<file path="config.mk">
export PLATFORM = sky130hd
export DESIGN_NAME = lm_sm_sequencer_flat
export DESIGN_NICKNAME = d
export VERILOG_FILES = /design/src/rtl/lm_sm_sequencer_pkg.sv /design/src/rtl/lm_sm_sequencer_if.sv /design/src/rtl/lm_sm_sequencer_lsb_prio_enc.sv /design/src/rtl/lm_sm_sequencer.sv /design/src/flat_wrapper.sv
export SDC_FILE = /design/constraint.sdc
export NUM_CORES = 1
export LEC_CHECK = 0
export ABC_CLOCK_PERIOD_IN_PS = 4800
export CORE_ASPECT_RATIO = 0.9
export CORE_MARGIN = 10
export CORE_UTILIZATION = 45
export CTS_CLUSTER_SIZE = 8
export DETAILED_ROUTE_END_ITERATION = 12
export GPL_TIMING_DRIVEN = 0
export PLACE_DENSITY = 0.75
export SETUP_SLACK_MARGIN = 0.02
export SLEW_MARGIN = 30
export SYNTH_ARGS = -nofsm -noshare
export SYNTH_HDL_FRONTEND = slang
export SYNTH_SLANG_ARGS = --single-unit
</file>
<file path="constraint.sdc">
create_clock -name clock -period 4.8 [get_ports clock]
set_clock_uncertainty 0.1 [all_clocks]
set_input_delay 0.96 -clock clock [delete_from_list [all_inputs] [get_ports clock]]
set_output_delay 0.96 -clock clock [all_outputs]
set_load 0.005 [all_outputs]
</file>
<file path="src/rtl/lm_sm_sequencer_pkg.sv">
// Shared constants and types for the LM/SM micro-op sequencer.
package lm_sm_sequencer_pkg;

  localparam int MASK_W = 8;
  localparam int REG_W  = 3;
  localparam int ADDR_W = 16;

  typedef enum logic {
    IDLE  = 1'b0,
    ISSUE = 1'b1
  } state_t;

  typedef struct packed {
    logic              valid;
    logic [REG_W-1:0]  reg_idx;
    logic [ADDR_W-1:0] addr;
    logic              is_store;
    logic              last;
  } uop_t;

endpackage

</file>
<file path="src/rtl/lm_sm_sequencer_if.sv">
// Instruction-in / micro-op-out signal bundle between RF stage control and the sequencer.
interface lm_sm_sequencer_if;
  import lm_sm_sequencer_pkg::*;

  logic              start;
  logic              is_store_in;
  logic [MASK_W-1:0] mask_in;
  logic [ADDR_W-1:0] base_addr_in;
  logic              hold;
  logic              flush;
  logic              stall_upstream;
  logic              busy;
  logic              uop_valid;
  logic [REG_W-1:0]  uop_reg;
  logic [ADDR_W-1:0] uop_addr;
  logic              uop_is_store;
  logic              uop_last;

  modport master (
    output start, is_store_in, mask_in, base_addr_in, hold, flush,
    input  stall_upstream, busy, uop_valid, uop_reg, uop_addr, uop_is_store, uop_last
  );

  modport slave (
    input  start, is_store_in, mask_in, base_addr_in, hold, flush,
    output stall_upstream, busy, uop_valid, uop_reg, uop_addr, uop_is_store, uop_last
  );

endinterface

</file>
<file path="src/rtl/lm_sm_sequencer_lsb_prio_enc.sv">
// Lowest-set-bit priority encoder: index of the lowest set bit and the mask with that bit cleared.
module lsb_prio_enc #(
  parameter int W  = 8,
  parameter int IW = 3
) (
  input  logic [W-1:0]  mask,
  output logic [IW-1:0] idx,
  output logic [W-1:0]  cleared
);

  // mask & (mask - 1) drops exactly the lowest set bit
  assign cleared = mask & (mask - W'(1));

  always_comb begin
    idx = '0;
    for (int i = W - 1; i >= 0; i--) begin
      if (mask[i]) idx = IW'(i);
    end
  end

endmodule

</file>
<file path="src/rtl/lm_sm_sequencer.sv">
// Expands one LM/SM instruction into per-register micro-ops, stalling upstream until the last issues.
module lm_sm_sequencer
  import lm_sm_sequencer_pkg::*;
(
  input  logic             clock,
  input  logic             reset,
  lm_sm_sequencer_if.slave bus
);

  state_t            state, state_nxt;
  logic [MASK_W-1:0] rem_mask, rem_mask_nxt, cleared;
  logic [ADDR_W-1:0] addr_cnt, addr_cnt_nxt;
  logic              store_q, store_nxt;
  logic [REG_W-1:0]  low_idx;
  logic              is_last;
  logic              stall;
  uop_t              uop;

  lsb_prio_enc #(.W(MASK_W), .IW(REG_W)) u_enc (
    .mask    (rem_mask),
    .idx     (low_idx),
    .cleared (cleared)
  );

  assign is_last = (rem_mask != '0) && (cleared == '0);

  always_ff @(posedge clock or negedge reset) begin
    if (!reset) begin
      state    <= IDLE;
      rem_mask <= '0;
      addr_cnt <= '0;
      store_q  <= 1'b0;
    end else begin
      state    <= state_nxt;
      rem_mask <= rem_mask_nxt;
      addr_cnt <= addr_cnt_nxt;
      store_q  <= store_nxt;
    end
  end

  always_comb begin
    state_nxt    = state;
    rem_mask_nxt = rem_mask;
    addr_cnt_nxt = addr_cnt;
    store_nxt    = store_q;
    uop          = '0;
    stall        = 1'b0;

    case (state)
      IDLE: begin
        // an empty mask is a NOP and passes through without stalling
        stall = bus.start && (bus.mask_in != '0);
        if (stall && !bus.hold && !bus.flush) begin
          rem_mask_nxt = bus.mask_in;
          addr_cnt_nxt = bus.base_addr_in;
          store_nxt    = bus.is_store_in;
          state_nxt    = ISSUE;
        end
      end
      ISSUE: begin
        uop.valid    = 1'b1;
        uop.reg_idx  = low_idx;
        uop.addr     = addr_cnt;
        uop.is_store = store_q;
        uop.last     = is_last;
        stall        = !is_last;
        if (!bus.hold) begin
          rem_mask_nxt = cleared;
          addr_cnt_nxt = addr_cnt + ADDR_W'(1);
          if (is_last) state_nxt = IDLE;
        end
      end
      default: state_nxt = IDLE;
    endcase

    if (bus.flush) begin
      state_nxt    = IDLE;
      rem_mask_nxt = '0;
      uop          = '0;
      stall        = 1'b0;
    end
  end

  // start may be high during reset; keep every output quiet until reset releases
  assign bus.stall_upstream = stall && reset;
  assign bus.busy           = (state == ISSUE);
  assign bus.uop_valid      = uop.valid;
  assign bus.uop_reg        = uop.reg_idx;
  assign bus.uop_addr       = uop.addr;
  assign bus.uop_is_store   = uop.is_store;
  assign bus.uop_last       = uop.last;

endmodule

</file>
<file path="src/flat_wrapper.sv">
// flat-port wrapper written by rule: the top's interface ports become plain ports
module lm_sm_sequencer_flat import lm_sm_sequencer_pkg::*;
  (clock, reset, bus_start, bus_is_store_in, bus_mask_in, bus_base_addr_in, bus_hold, bus_flush, bus_stall_upstream, bus_busy, bus_uop_valid, bus_uop_reg, bus_uop_addr, bus_uop_is_store, bus_uop_last);
  lm_sm_sequencer_if bus_i ();
  input  logic clock;
  input  logic reset;
  input wire logic [$bits(bus_i.start)-1:0] bus_start;
  input wire logic [$bits(bus_i.is_store_in)-1:0] bus_is_store_in;
  input wire logic [$bits(bus_i.mask_in)-1:0] bus_mask_in;
  input wire logic [$bits(bus_i.base_addr_in)-1:0] bus_base_addr_in;
  input wire logic [$bits(bus_i.hold)-1:0] bus_hold;
  input wire logic [$bits(bus_i.flush)-1:0] bus_flush;
  output wire logic [$bits(bus_i.stall_upstream)-1:0] bus_stall_upstream;
  output wire logic [$bits(bus_i.busy)-1:0] bus_busy;
  output wire logic [$bits(bus_i.uop_valid)-1:0] bus_uop_valid;
  output wire logic [$bits(bus_i.uop_reg)-1:0] bus_uop_reg;
  output wire logic [$bits(bus_i.uop_addr)-1:0] bus_uop_addr;
  output wire logic [$bits(bus_i.uop_is_store)-1:0] bus_uop_is_store;
  output wire logic [$bits(bus_i.uop_last)-1:0] bus_uop_last;
  assign bus_i.start = bus_start;
  assign bus_i.is_store_in = bus_is_store_in;
  assign bus_i.mask_in = bus_mask_in;
  assign bus_i.base_addr_in = bus_base_addr_in;
  assign bus_i.hold = bus_hold;
  assign bus_i.flush = bus_flush;
  assign bus_stall_upstream = bus_i.stall_upstream;
  assign bus_busy = bus_i.busy;
  assign bus_uop_valid = bus_i.uop_valid;
  assign bus_uop_reg = bus_i.uop_reg;
  assign bus_uop_addr = bus_i.uop_addr;
  assign bus_uop_is_store = bus_i.uop_is_store;
  assign bus_uop_last = bus_i.uop_last;
  lm_sm_sequencer u_core (.clock(clock), .reset(reset), .bus(bus_i));
endmodule
</file>
==> run summary, run 1 <==
Final ANT Viol Nets -> 0
Avg Cell Area, Syn -> 8.22 µm²
Largest net degree at the start of global routing -> 28
GR Util All Layers -> 16.5%
Power Density -> 291 nW/µm²
Synth Area in XOR/XNOR -> 1.77%
Area leader, netlist -> dfrtp_1
Clk sinks -> 26
Initial Utilization -> 47.7%
Number of buffers added on ports -> 53
Cts hold-fix bufs -> 0
Max_cap viols -> 0
Core footprint -> 4160 µm²
Setup Slack @ Placement -> 797 ps
CP Class -> input pin to output port
Antenna fix cells -> 0
Netlist cell types -> 50
Vias -> 2,076
Top Ports -> 54
DRT iter0 DRCs -> 171
Register area share after synthesis -> 32.8%
Share of cells above drive strength 1 -> 5.37%
Total number of yosys warnings -> 0
Initial antenna violation count -> 0
Cells after Synth -> 241
Synth top cells by count -> dfrtp_1, nor2_1, nand2_1, and2_1, a21oi_1
Simple-gate share of the synthesized area -> 29.7%
CTS tree -> done
Num rows -> 22
Die width -> 90.0 µm
Max clock buf depth -> 2
Cell area after synthesis -> 1980 µm²
Die area -> 7460 µm²
Arr. time, crit path -> 2910 ps
Post-synthesis mux area share -> 4.67%
# setup viols final -> 0
Clock transition at path regs -> 90 ps
Routed WL -> 6180 µm
Compound-Gate Fraction of Synth Area -> 25.8%
Slew HR -> 57.5%
Number of global-route vias before repair -> 2,053
Req. time, crit path -> 3740 ps
Final setup margin -> 828 ps
Post-DR wirelength/cell -> 17.3 µm
Highest Clock Rate -> 252 MHz
Hold Violations, Final -> 0
DP HPWL -> 4710 µm
Least-Margin Pin Slew -> 638 ps
Largest family of logic cells by synthesized area -> simple AND/OR/NAND/NOR gates
Setup Fix Bufs, Post-CTS -> 0
Fill cell count -> 396
CTS resizes -> 0
Global-route wire length before repair -> 10,400 µm
Count leader, synth -> dfrtp_1
Post-synthesis adder-cell area fraction -> 0.631%
Post-synth EDFFs -> 0
Final #Nets -> 330
Async S/R FF share, synth -> 100%
Maximum fanout along the worst path -> 10
Gr ovfl total -> 0
Total Neg Setup Slack -> 0 ps
Design Power -> 0.767 mW
Top cell type's share of synthesized area -> 32.8%
Min cycle time layout -> 3970 ps
Leak -> 0.962 nW
Via density -> 5.80
Num CTS Buffers -> 3
# H-tree levels -> 1
CTS root buf -> clkbuf_8
Setup crit start kind -> input pin
Period utilization -> 82.7%
Layout area overhead -> 33.1%
Skew-Pair Late Insertion Delay -> 280 ps
Drt first pass iters -> 4
# DRC -> 0
Outcome -> completed
Cells taking the most area after synthesis -> dfrtp_1, and2_1, a21oi_1, a22oi_1, nor2_1
Synthesized Nets -> 272
Main synth FF type -> dfrtp_1
Class of the tightest hold or removal check -> register to register
Synthesized flop and latch total -> 26
Crit path capture type -> output port
Die Y-Extent -> 83.0 µm
GPL Wtd Cong -> 0.858
VDD IR-drop max -> 0.000222 V
Final slew viol count -> 0
RSZ-0062 raised after global routing -> false
-- through the flow --
stage	instances	instance area, µm²	util [%]	hold WS (ps)
after floorplan	241	1980	-	372
after global placement	354	2590	62.3	383
after detailed placement	354	2580	62.1	397
after CTS	358	2640	63.5	419
after global routing	358	2640	63.5	446
final	358	2640	63.5	408
-- layer usage --
layer / GRT usage (%) / part of all wire (%) / wire length (µm) / up-vias
li1: - / - / - / 1021
met1: 21.6 / 47 / 2930 / 978
met2: 26.4 / 46 / 2810 / 73
met3: 4.14 / 6.4 / 395 / 4
met4: 3.74 / 0.63 / 39 / 0
met5: 0 / 0 / 0 / -
-- state kept, by name, indices dropped and copies added, names as in the netlist --
| name | cells |
|---|---|
| u_core.rem_mask | 8 |
| u_core.store_q | 1 |
| u_core.addr_cnt | 16 |
| u_core.bus.busy | 1 |
-- cells in the final DEF, fill, tap and decap left out, types with 2 or more instances in the layout --
cell             instances
a211oi_1                 4
a21oi_1                 16
a221o_1                  4
a22oi_1                 10
and2_1                  17
and3_1                   4
buf_2                    3
clkbuf_1                15
clkbuf_8                 4
clkdlybuf4s50_1         52
dfrtp_1                 26
inv_1                    4
mux2i_1                  7
nand2_1                 18
nand2b_1                 4
nand3_1                  7
nand4_1                  3
nor2_1                  20
nor2b_1                  5
nor3_1                  10
nor4_1                   3
nor4_4                   2
o211ai_1                 4
o21ai_0                 12
o21ai_1                  8
o22ai_1                  3
o31ai_1                  3
or4_1                    4
xor2_1                   3
-- path summary, 6_finish.rpt --
kind	startpoint	to	slack, ps	cells past startpoint
worst max-delay path	bus_flush	bus_uop_reg[1]	830	5
worst min-delay path	u_core.store_q	u_core.store_q	410	1
worst max register to register	u_core.addr_cnt[9]	u_core.addr_cnt[15]	2840	6
worst min register to register	u_core.store_q	u_core.store_q	410	1
max in group asynchronous	reset	u_core.rem_mask[6]	3590	1
min in group asynchronous	reset	u_core.rem_mask[5]	590	1
-- worst max-delay path, cell delays in order --
cell,delay (ps)
clkdlybuf4s50_1,510
nor2_1,310
clkbuf_1,400
o311a_1,240
clkdlybuf4s50_1,500
-- final cells by class --
| cell class | instances | area (µm²) | share of cell area [%] |
|---|---|---|---|
| buffer | 18 | 77.6 | 2.94 |
| clock buffer | 4 | 55.1 | 2.09 |
| inverter | 4 | 15.0 | 0.569 |
| multi-input combinational | 193 | 1240 | 47.0 |
| sequential | 26 | 651 | 24.7 |
| tap | 60 | 75.1 | 2.85 |
| timing repair buffer | 53 | 526 | 19.9 |
-- cell families (layout without fill, tap and decap cells) --
family	count (synthesis)	count (layout)
xor gates and xnor gates	4	4
DFF	26	26
buffers and inverters	22	79
muxes	9	9
AOI/OAI and AO/OA	76	76
and+or+nand+nor	103	103
adders and majority gates	1	1
-- power breakdown --
group / switching, mW / total [mW] / internal [mW]
sequential: 0.0596 / 0.324 / 0.264
combinational: 0.154 / 0.295 / 0.141
clock: 0.0742 / 0.148 / 0.0736
total: 0.288 / 0.767 / 0.478
Power figures use the tool's default switching activity.
==> run 2: changes to the inputs <==
--- a/config.mk
+++ b/config.mk
@@ -5,7 +5,7 @@
 export SDC_FILE = /design/constraint.sdc
 export NUM_CORES = 1
 export LEC_CHECK = 0
-export ABC_CLOCK_PERIOD_IN_PS = 4800
+export ABC_CLOCK_PERIOD_IN_PS = 3800
 export CORE_ASPECT_RATIO = 0.9
 export CORE_MARGIN = 10
 export CORE_UTILIZATION = 45
==> constraint.sdc (replaced) <==
create_clock -name clock -period 3.8 [get_ports clock]
set_clock_uncertainty 0.1 [all_clocks]
set_input_delay 0.76 -clock clock [delete_from_list [all_inputs] [get_ports clock]]
set_output_delay 0.76 -clock clock [all_outputs]
set_load 0.005 [all_outputs]
==> results of run 2 <==
The final DEF is identical to that of run 1. Status: completed.
Main changes from that run: setup slack after placement 797 ps -> 197 ps; setup slack after layout 828 ps -> 228 ps; hold slack 408 ps -> 391 ps; register-to-register setup slack 2840 ps -> 1840 ps; total power 0.767 mW -> 0.968 mW; worst IR drop on VDD 0.000222 V -> 0.000280 V
==> run 3: changes to the inputs <==
--- a/config.mk
+++ b/config.mk
@@ -5,7 +5,6 @@
 export SDC_FILE = /design/constraint.sdc
 export NUM_CORES = 1
 export LEC_CHECK = 0
-export ABC_CLOCK_PERIOD_IN_PS = 3800
 export CORE_ASPECT_RATIO = 0.9
 export CORE_MARGIN = 10
 export CORE_UTILIZATION = 45
==> results of run 3 <==
The final DEF is identical to that of run 1. Status: completed.
Main changes from that run: setup slack after placement 797 ps -> 197 ps; setup slack after layout 828 ps -> 228 ps; hold slack 408 ps -> 391 ps; register-to-register setup slack 2840 ps -> 1840 ps; total power 0.767 mW -> 0.968 mW; worst IR drop on VDD 0.000222 V -> 0.000280 V
